[src/rtl/wb_pkg.sv]
// Shared types for the register-file write-port arbiter: request payload and grant source.
package wb_pkg;

  localparam int unsigned XLEN      = 64;
  localparam int unsigned REG_IDX_W = 5;

  typedef struct packed {
    logic [REG_IDX_W-1:0] rd_index;
    logic [XLEN-1:0]      rd_data;
  } wb_req_t;

  typedef enum logic [1:0] {
    GNT_NONE = 2'd0,
    GNT_PIPE = 2'd1,
    GNT_LU   = 2'd2
  } gnt_src_e;

endpackage

[src/rtl/wb_fifo.sv]
// Small synchronous FIFO buffering long-latency write-back results.
// Only pointers and count are reset; storage contents are don't-care when empty.
module wb_fifo
  import wb_pkg::*;
#(
  parameter int unsigned FIFO_DEPTH = 2,
  localparam int unsigned CNT_W = $clog2(FIFO_DEPTH + 1),
  localparam int unsigned PTR_W = (FIFO_DEPTH > 1) ? $clog2(FIFO_DEPTH) : 1
) (
  input  logic             i_clk,
  input  logic             i_rst_n,
  input  logic             i_push,
  input  wb_req_t          i_push_data,
  input  logic             i_pop,
  output wb_req_t          o_head,
  output logic [CNT_W-1:0] o_count
);

  wb_req_t          mem_q [FIFO_DEPTH];
  logic [PTR_W-1:0] wr_ptr_q, wr_ptr_d;
  logic [PTR_W-1:0] rd_ptr_q, rd_ptr_d;
  logic [CNT_W-1:0] count_q, count_d;

  function automatic logic [PTR_W-1:0] ptr_inc(input logic [PTR_W-1:0] p);
    return (p == PTR_W'(FIFO_DEPTH - 1)) ? '0 : p + PTR_W'(1);
  endfunction

  always_comb begin
    wr_ptr_d = wr_ptr_q;
    rd_ptr_d = rd_ptr_q;
    count_d  = count_q;
    if (i_push) wr_ptr_d = ptr_inc(wr_ptr_q);
    if (i_pop)  rd_ptr_d = ptr_inc(rd_ptr_q);
    case ({i_push, i_pop})
      2'b10:   count_d = count_q + CNT_W'(1);
      2'b01:   count_d = count_q - CNT_W'(1);
      default: count_d = count_q;
    endcase
  end

  always_ff @(posedge i_clk or negedge i_rst_n) begin
    if (!i_rst_n) begin
      wr_ptr_q <= '0;
      rd_ptr_q <= '0;
      count_q  <= '0;
    end else begin
      wr_ptr_q <= wr_ptr_d;
      rd_ptr_q <= rd_ptr_d;
      count_q  <= count_d;
    end
  end

  always_ff @(posedge i_clk) begin
    if (i_push) mem_q[wr_ptr_q] <= i_push_data;
  end

  assign o_head  = mem_q[rd_ptr_q];
  assign o_count = count_q;

endmodule

[src/rtl/wb_port_arbiter.sv]
// Arbitrates the register-file write port between the pipeline write-back path
// and buffered long-latency results, forcing a one-cycle stall on starvation.
module wb_port_arbiter
  import wb_pkg::*;
#(
  parameter int unsigned FIFO_DEPTH   = 2,
  parameter int unsigned STARVE_LIMIT = 4,
  localparam int unsigned CNT_W = $clog2(FIFO_DEPTH + 1),
  localparam int unsigned STV_W = $clog2(STARVE_LIMIT + 1)
) (
  input  logic                 i_clk,
  input  logic                 i_rst_n,
  input  logic                 i_pipe_we,
  input  logic [REG_IDX_W-1:0] i_pipe_rd_index,
  input  logic [XLEN-1:0]      i_pipe_rd_data,
  input  logic                 i_lu_valid,
  output logic                 o_lu_ready,
  input  logic [REG_IDX_W-1:0] i_lu_rd_index,
  input  logic [XLEN-1:0]      i_lu_rd_data,
  output logic                 o_pipe_stall,
  output logic                 o_rf_we,
  output logic [REG_IDX_W-1:0] o_rf_rd_index,
  output logic [XLEN-1:0]      o_rf_rd_data,
  output logic [CNT_W-1:0]     o_fifo_count
);

  wb_req_t          lu_req, fifo_head;
  wb_req_t          rf_q, rf_d;
  logic             rf_we_q, rf_we_d;
  logic [STV_W-1:0] starve_q, starve_d;
  logic [CNT_W-1:0] fifo_count;
  gnt_src_e         gnt;
  logic             fifo_push, fifo_pop, fifo_empty, pipe_req;

  assign o_lu_ready   = fifo_count < CNT_W'(FIFO_DEPTH);
  assign o_pipe_stall = starve_q == STV_W'(STARVE_LIMIT);
  assign fifo_empty   = fifo_count == '0;
  assign lu_req       = '{rd_index: i_lu_rd_index, rd_data: i_lu_rd_data};
  // x0 results are accepted but never stored; x0 pipeline writes never claim the port.
  assign fifo_push    = i_lu_valid && o_lu_ready && (i_lu_rd_index != '0);
  assign pipe_req     = i_pipe_we && !o_pipe_stall && (i_pipe_rd_index != '0);

  wb_fifo #(.FIFO_DEPTH(FIFO_DEPTH)) u_fifo (
    .i_clk       (i_clk),
    .i_rst_n     (i_rst_n),
    .i_push      (fifo_push),
    .i_push_data (lu_req),
    .i_pop       (fifo_pop),
    .o_head      (fifo_head),
    .o_count     (fifo_count)
  );

  always_comb begin
    gnt      = GNT_NONE;
    rf_we_d  = 1'b0;
    rf_d     = rf_q;
    starve_d = starve_q;
    fifo_pop = 1'b0;
    if (pipe_req)         gnt = GNT_PIPE;
    else if (!fifo_empty) gnt = GNT_LU;
    case (gnt)
      GNT_PIPE: begin
        rf_we_d = 1'b1;
        rf_d    = '{rd_index: i_pipe_rd_index, rd_data: i_pipe_rd_data};
      end
      GNT_LU: begin
        rf_we_d  = 1'b1;
        rf_d     = fifo_head;
        fifo_pop = 1'b1;
      end
      default: ;
    endcase
    // Count consecutive pipeline wins while a buffered result is waiting.
    if (fifo_empty || fifo_pop) starve_d = '0;
    else if (gnt == GNT_PIPE && starve_q != STV_W'(STARVE_LIMIT))
      starve_d = starve_q + STV_W'(1);
  end

  always_ff @(posedge i_clk or negedge i_rst_n) begin
    if (!i_rst_n) begin
      rf_we_q  <= 1'b0;
      rf_q     <= '0;
      starve_q <= '0;
    end else begin
      rf_we_q  <= rf_we_d;
      rf_q     <= rf_d;
      starve_q <= starve_d;
    end
  end

  assign o_rf_we       = rf_we_q;
  assign o_rf_rd_index = rf_q.rd_index;
  assign o_rf_rd_data  = rf_q.rd_data;
  assign o_fifo_count  = fifo_count;

endmodule

[config.mk]
export PLATFORM = sky130hd
export DESIGN_NAME = wb_port_arbiter
export DESIGN_NICKNAME = d
export VERILOG_FILES = /design/src/rtl/wb_pkg.sv /design/src/rtl/wb_fifo.sv /design/src/rtl/wb_port_arbiter.sv
export SDC_FILE = /design/constraint.sdc
export NUM_CORES = 1
export LEC_CHECK = 0
export ABC_AREA = 0
export CELL_PAD_IN_SITES_DETAIL_PLACEMENT = 2
export CELL_PAD_IN_SITES_GLOBAL_PLACEMENT = 2
export CORE_MARGIN = 2
export CORE_UTILIZATION = 39
export DETAILED_ROUTE_END_ITERATION = 10
export PLACE_DENSITY = 0.95
export SLEW_MARGIN = 10
export SYNTH_ARGS = -nofsm -noshare
export SYNTH_HDL_FRONTEND = slang
export SYNTH_HIERARCHICAL = 1
export SYNTH_SLANG_ARGS = --single-unit
[constraint.sdc]
create_clock -name i_clk -period 10.3 [get_ports i_clk]
set_clock_uncertainty 0.2 [all_clocks]
set_input_delay 2.06 -clock i_clk [delete_from_list [all_inputs] [get_ports i_clk]]
set_output_delay 2.06 -clock i_clk [all_outputs]
set_load 0.01 [all_outputs]
# Word level (Yosys, flattened, before mapping)
# Memory sizes are Yosys's and may differ from the RTL's.
# Index checks and enable logic that the tools add are counted.
dict set report classes {
  n_eq_ne 6
  n_lt_le_gt_ge 1
  reduce_logical 14
  add_sub_neg 5
  n_mux 12
}
# op count
set ops {}
lappend ops {{one-hot mux 69 bit (2 select lines)} 1}
lappend ops {{nonzero test 5 bit} 2}
lappend ops {{two-way mux 1 bit} 6}
lappend ops {{two-way mux 3 bit} 2}
lappend ops {{nonzero test 2 bit} 3}
lappend ops {{logical AND 1 bit} 5}
lappend ops {{== test 2 x 1 -> 1 bit (second input constant)} 2}
lappend ops {{== test 2 bit (second input constant)} 2}
lappend ops {{two-way mux 2 bit} 2}
lappend ops {{one-hot mux 2 bit (2 select lines)} 1}
lappend ops {{adder 3 x 1 -> 3 bit (second input constant)} 1}
lappend ops {{== test 3 bit (second input constant)} 1}
lappend ops {{!= test 3 bit (second input constant)} 1}
lappend ops {{adder 1 bit (second input constant)} 2}
lappend ops {{adder 2 x 1 -> 2 bit (second input constant)} 1}
lappend ops {{logical NOT 2 bit} 1}
lappend ops {{less-than comparator 2 bit (second input constant)} 1}
lappend ops {{OR reduction 2 bit} 1}
lappend ops {{subtractor 2 x 1 -> 2 bit (second input constant)} 1}
lappend ops {{logical NOT 1 bit} 1}
lappend ops {{logical OR 1 bit} 1}
dict set report word_totals {
  ramBits 138
  out_inout_bits 74
  memories 1
  elab_cells 46
  inputBits 142
  ff_bits 77
}
# memory depth width read_ports rd_ports_with_merged_regs write_ports line_no
set memory_table {}
lappend memory_table {u_fifo.mem_q 2 69 1 0 1 wb_fifo.sv:19} ;# wb_req_t mem_q [FIFO_DEPTH];

# Longest topological paths before layout
# Gate-level depths: netlist of run 1.
dict set report logic_depth {
  word_depth 9
  depth_mapped 9
  mapped_depth_nobuf 9
}

# By module
# Netlist of run 1, hierarchy kept.
# mod instances area_per_inst_um2 seq_area_each_um2 cells_each
set modules_own_cells {}
lappend modules_own_cells {wb_fifo 1 5505.3 4244.1 229}
lappend modules_own_cells {wb_port_arbiter 1 3601.0 1826.8 250}

# Worst setup path after synthesis of run 1
# Ideal clock, no wire load.
dict set report synth_path {
  kind {input-to-reg}
  startpoint {in i_lu_rd_index[1]}
  endpoint {mem u_fifo/mem_q[0][0] (netlist name) (enable)}
  setup_ns 0.496
  required_ns 9.604
  t_arrival_ns 5.276
  cell_stages 4
  setup_slack_ns 4.328
  cell_sequence {or3_1 -> o311a_1 -> inv_1 -> nor2_1}
}
dict set report synth_via {
  elab_chain_len 4
}
# item line_no
set synth_rtl {}
lappend synth_rtl {{from (decl)} wb_port_arbiter.sv:18} ;# input logic [REG_IDX_W-1:0] i_lu_rd_index,
lappend synth_rtl {{nonzero test 5 bit} wb_port_arbiter.sv:40} ;# assign fifo_push = i_lu_valid && o_lu_ready && (i_lu_rd_index != '0);
lappend synth_rtl {{logical AND 1 bit} wb_port_arbiter.sv:40}
lappend synth_rtl {{net fifo_push} wb_port_arbiter.sv:33} ;# logic fifo_push, fifo_pop, fifo_empty, pipe_req;
lappend synth_rtl {{two-way mux 1 bit} wb_fifo.sv:54} ;# if (i_push) mem_q[wr_ptr_q] <= i_push_data;
lappend synth_rtl {{two-way mux 1 bit (implied by the code)} wb_fifo.sv:54}
lappend synth_rtl {{to (decl)} wb_fifo.sv:19}
# The timed path passes the listed nets, and every way through them passes these cells.

# Worst setup path in the final report of run 1
dict set report layout_path {
  startpoint {in i_lu_rd_index[0]}
  endpoint {mem u_fifo/mem_q[0][11] (netlist name) (enable)}
}
# Same word-level chain as after synthesis.

==> results of run 1 <==
metal layers:
| layer | GRT usage, % | vias up |
|---|---|---|
| met2 | 36.5 | 171 |
| met4 | 5.33 | 0 |
| met3 | 4.60 | 40 |
| met1 | 23.4 | 2561 |
| li1 | - | 2255 |
| met5 | 0 | - |
layout make-up:
class                   instances  area, um2
fillers                      2013      10500
flip-flops and latches        215       6070
multi-input cells             237       2790
repair buffers                219       2180
clock buffers                  36        717
well taps                     313        392
clock inverters                 8       85.1
inverters                       4       15.0
diodes                          1       2.50
flip-flops by register name (all words and copies together) (netlist names):
signal and cells:
u_fifo/rd_ptr_q 1, u_fifo/mem_q 138, u_fifo/wr_ptr_q 1, o_rf_we 1, o_rf_rd_data 64, o_rf_rd_index 5, u_fifo/o_count 2, starve_q 3
power groups by stage:
stage / combinational [mW] / clock [mW] / sequential, mW
after floorplan: 0.740 / 0 / 1.31
after global placement: 1.11 / 0 / 1.28
after detailed placement: 1.19 / 0 / 1.32
after CTS: 1.20 / 0.883 / 1.31
after global routing: 1.26 / 0.917 / 1.33
final: 1.18 / 0.864 / 1.30
path summary, 6_finish.rpt:
| path | end | depth (start not counted) |
|---|---|---|
| setup / recovery | u_fifo/mem_q[0][11] | 6 |
| hold / removal | starve_q[0] | 1 |
| setup reg to reg | u_fifo/o_count[1] | 7 |
| hold reg to reg | starve_q[0] | 1 |
| max in group asynchronous | u_fifo/rd_ptr_q | 1 |
| min in group asynchronous | o_rf_rd_data[24] | 1 |
Yosys cell counts:
cell type  count  area share (%)
o21ai_4        1            0.18
mux2i_1        5            0.55
clkbuf_1       4            0.16
o21a_1         1           0.082
nor3b_1        1           0.082
ha_1           3            0.41
inv_1          4            0.16
mux2_1        15             1.9
nor3_1         2            0.11
mux2_4        69              11
buf_2          2            0.11
buf_12         7             1.5
nor2_1         4            0.16
or3_1          1           0.069
dfrtp_1       77              21
xnor2_1        3            0.29
or4_4          1            0.12
o311a_1        1            0.11
edfxtp_1     138              46
o21ai_0        5            0.27
buf_6          4            0.49
mux2_2       113              14
a21boi_2       1            0.12
nand2_1        6            0.25
and2_1         2            0.14
buf_1          2           0.082
xor2_1         3            0.29
buf_4          4            0.33
kinds of logic after synthesis:
group                      count (synthesis)  share of synthesized area (%)
adders and majority gates                  3                          0.412
muxes                                    202                           27.8
DFF                                      215                           66.7
xor gates and xnor gates                   6                          0.577
AOI/OAI and AO/OA                          9                          0.769
and+or+nand+nor                           17                          0.934
buffers and inverters                     27                           2.89
per-stage QoR:
stage                     hold slack, ns  cell area, um2
after floorplan                    0.239            9110
after global placement             0.254           11500
after detailed placement           0.280           11500
after CTS                          0.286           12300
after global routing               0.317           12300
final                              0.290           12300
worst max-delay path, stage by stage:
cell and delay, ns:
clkdlybuf4s50_1 0.54, or3_1 0.19, o311a_1 0.22, inv_1 0.11
nor2_4 0.69, buf_4 0.65
==> impl_metrics.toml, run 1 <==
[job]
drv_cap = 0

[global_routing]
grt_pass1_vias = 6043
grt-ovfl-total = 0
grt_max_degree = 78
antenna_found_initial = 1
grtUsageTotal_pct = 19.9
grt_pass1_wl_um = 36500

[sta]
setup_tns_ns = 0
final_max_slew_viol_count = 0
period_share_pct = 44.3
tightestPinTransition_ns = 1.11
finalSetupViolCount = 0
fin_crit_ns = 4.56
max_slew_margin_pct = 25.9
grt_setup_unrepaired = "false"
setup_ws_ns = 5.74
hold_viol_final = 0
fmax_mhz = 219

[clock_network]
clock_path_buffers = 3
numCtsBuffers = 24
cts_tree = "built"
path_clk_slew_ns = 0.06
clk_latency_ns = 0.51
root_buffer = "clkbuf_16"
postCtsResizedCells = 0
cts_hold_buf = 0
cts_sinks = 215
htree_levels = 1
cts_setup_buffers = 0

[setup_path]
crit_start = "i_lu_rd_index[0]"
crit_arrival_ns = 4.50
r2r_setup_slack_ns = 7.29
cp-start-kind = "primary input"
crit_type = "primary input to register"
endpoint_kind = "register"
r2r_start = "u_fifo/o_count[1]"
cp_max_fo = 43
cp_data_required_time_ns = 10.24

[final_layout]
area_delta_synth_final_pct = 34.6
final_cell_mix = "clkdlybuf4s50_1 (214), edfxtp_1 (138), mux2_2 (113), dfrtp_1 (76), mux2_4 (69)"
drive_gt1_share_pct = 31.7
final_net_count = 846
final_common_cell = "clkdlybuf4s50_1"
final_cells = 1033
final_util_pct = 53.8

[pwr]
seqPwrFrac_pct = 38.9
power_switching_mw = 0.957
power_frac_comb_pct = 35.2
total_power_mw = 3.34
leakage_nw = 4.61
peakVddDrop_mv = 0.122
p_int_mw = 2.39
p_per_area_nw_per_um2 = 273
switching_share_pct = 28.6
p_clk_share_pct = 25.8

[die]
core-area_um2 = 22800
start_util_pct = 40.0
rows = 55
die_w_um = 157
ioPinCount = 216
die_area_um2 = 24600
die_y_um = 157

[route]
drtIter0Drc = 179
dr_total_vias = 5027
wl_met3_um = 1510
finalWirelength_um = 24300
wl_met2_um = 12900
topRoutingLayerUsed = "met4"
met1_length_um = 9370
dr.pass1.iters = 4
via_per_inst = 4.87
drcViolationCount = 0
postRouteAntennaNets = 0
wl_per_cell_um = 23.6

[synthesis]
synth_cell_types = 28
synth_area_per_cell_um2 = 19.0
synthCells = 479
yosysWarningCount = 6
syn_nets = 624
syn_area_um2 = 9110
synth_seq_cells = 215
yosysSeqAreaShare_pct = 66.7

[placement]
portBuffers = 215
hpwl_um = 16600
gp_congestion = 0.722
dp_slack_ns = 5.25
numPlacedInstances = 988

[worst_hold_path]
hold_class = "register to register"
hp-start = "starve_q[0]"

[outcome]
status = "finished, final reports clean"
(Power assumes the default switching activity.)
==> run 2: changes to the inputs <==
CORE_UTILIZATION = 36   (was 39)
PLACE_DENSITY = 0.92   (was 0.95)
clock period = 4.4 ns   (was 10.3 ns; I/O delays follow)
==> impl_metrics.toml, run 2 (same netlist as run 1, synthesis figures left out) <==
[outcome]
status = "finished, final reports clean"

[pwr]
seqPwrFrac_pct = 39.6
p_clk_share_pct = 24.5
p_int_mw = 5.50
switching_share_pct = 28.4
p_per_area_nw_per_um2 = 626
power_switching_mw = 2.18
peakVddDrop_mv = 0.270
power_frac_comb_pct = 35.9
leakage_nw = 4.61

[route]
drcViolationCount = 0
finalWirelength_um = 23300
via_per_inst = 4.76
wl_met3_um = 1270
met1_length_um = 9050
dr_total_vias = 5017
wl_met2_um = 12600
postRouteAntennaNets = 0
wl_per_cell_um = 22.1
drtIter0Drc = 136
topRoutingLayerUsed = "met5"
dr.pass1.iters = 4

[die]
die_y_um = 163
rows = 58
die_w_um = 163
die_area_um2 = 26600
core-area_um2 = 25000
start_util_pct = 36.4
ioPinCount = 216

[worst_hold_path]
hold_class = "primary input to async pin"

[clock_network]
cts_tree = "built"
cts_sinks = 215
htree_levels = 1
clock_path_buffers = 3
postCtsResizedCells = 0
cts_setup_buffers = 0
numCtsBuffers = 24
root_buffer = "clkbuf_16"
path_clk_slew_ns = 0.06
cts_hold_buf = 0
clk_latency_ns = 0.49

[global_routing]
grt-ovfl-total = 0
grtUsageTotal_pct = 17.4
grt_pass1_wl_um = 35200
grt_max_degree = 70
grt_pass1_vias = 5997
antenna_found_initial = 5

[setup_path]
crit_slowest_cell = "clkdlybuf4s50_1"
endpoint_kind = "output pin"
crit_arrival_ns = 1.85
cp.depth = 4
cp.buffers_inverters = 2
cp_cell_sequence = "inv_1, ha_1, and2_1, clkdlybuf4s50_1"
cp_max_fo = 3
crit_type = "register to output pin"
r2r_start = "u_fifo/o_count[1]"
cp_data_required_time_ns = 3.32
worst-r2r-cell-count = 4
cp-start-kind = "register"
path_delay_family = "buffers and inverters"
cp_slowest_stage_delay_ns = 0.57
crit_start = "starve_q[0]"

[final_layout]
multiInputGateArea_um2 = 2790
area_delta_synth_final_pct = 34.9
final_net_count = 848
final_cell_mix = "clkdlybuf4s50_1 (214), edfxtp_1 (138), mux2_2 (113), dfrtp_1 (76), mux2_4 (69)"
regArea_um2 = 6070
top_register = "u_fifo/mem_q"
final_cells = 1054
drive_gt1_share_pct = 31.6
final_util_pct = 49.1
largest_register_ffs = 138
final_common_cell = "clkdlybuf4s50_1"
fillCellCount = 2291

[sta]
period_share_pct = 66.7
fin_crit_ns = 2.93
finalSetupViolCount = 0
hold_viol_final = 0
grt_setup_unrepaired = "false"
fmax_mhz = 341
final_max_slew_viol_count = 0
setup_tns_ns = 0
max_slew_margin_pct = 29.7
tightestPinTransition_ns = 1.05

[placement]
gp_congestion = 0.776
portBuffers = 215
hpwl_um = 16300
numPlacedInstances = 1007

[job]
drv_cap = 0
run 2: cell count changes in the layout (fill, tap and decap cells not counted), sizes merged:
| cell | change |
|---|---|
| bufinv | -2 |
| clkinv | -3 |
| buf | +2 |
| clkbuf | +5 |
| diode | +2 |
run 2: path summary, 6_finish.rpt:
check	to	slack (ns)
setup / recovery	o_pipe_stall	1.47
hold / removal	o_rf_rd_data[24]	0.21
setup reg to reg	o_rf_rd_data[58]	1.77
hold reg to reg	starve_q[0]	0.30
max in group asynchronous	o_rf_rd_data[19]	2.88
min in group i_clk	starve_q[0]	0.30
run 2: final cells by class:
class	instances	share of cell area (%)
Antenna cell	3	0.0611
Clock buffer	41	5.99
Clock inverter	3	0.112
Inverter	4	0.122
Multi-Input combinational cell	237	22.7
Sequential cell	215	49.5
Tap cell	330	3.36
Timing Repair Buffer	221	18.2
run 2: routing by layer:
layer  up-vias  global-route usage [%]
met1      2560                    20.1
met5         -                       0
met3        32                    4.01
li1       2263                       -
met2       160                    32.8
met4         2                    3.70
run 2: power by group through the flow:
stage | Clock (mW) | Combinational [mW] | Sequential [mW]
final | 1.89 | 2.76 | 3.04
after global routing | 2.04 | 2.94 | 3.10
after CTS | 1.96 | 2.82 | 3.06
after detailed placement | 0 | 2.80 | 3.09
after global placement | 0 | 2.65 | 3.02
after floorplan | 0 | 1.73 | 3.06
run 2: per-stage QoR:
step / hold WS, ns / cell area, um2 / total power, mW / setup WS [ns]
after global placement: 0.255 / 11500 / 5.66 / 1.18
final: 0.213 / 12300 / 7.69 / 1.47
after global routing: 0.264 / 12300 / 8.08 / 1.38
after detailed placement: 0.285 / 11500 / 5.89 / 1.08
after floorplan: 0.239 / 9110 / 4.80 / 0.750
after CTS: 0.260 / 12300 / 7.84 / 1.44
run 2: worst register-to-register path, delay by kind of cell (launching register included):
family	cells	cell delay [ns]
multiplexers	2	0.75
flip-flops	1	0.46
AND/OR/NAND/NOR	1	0.76
buffers and inverters	1	0.34
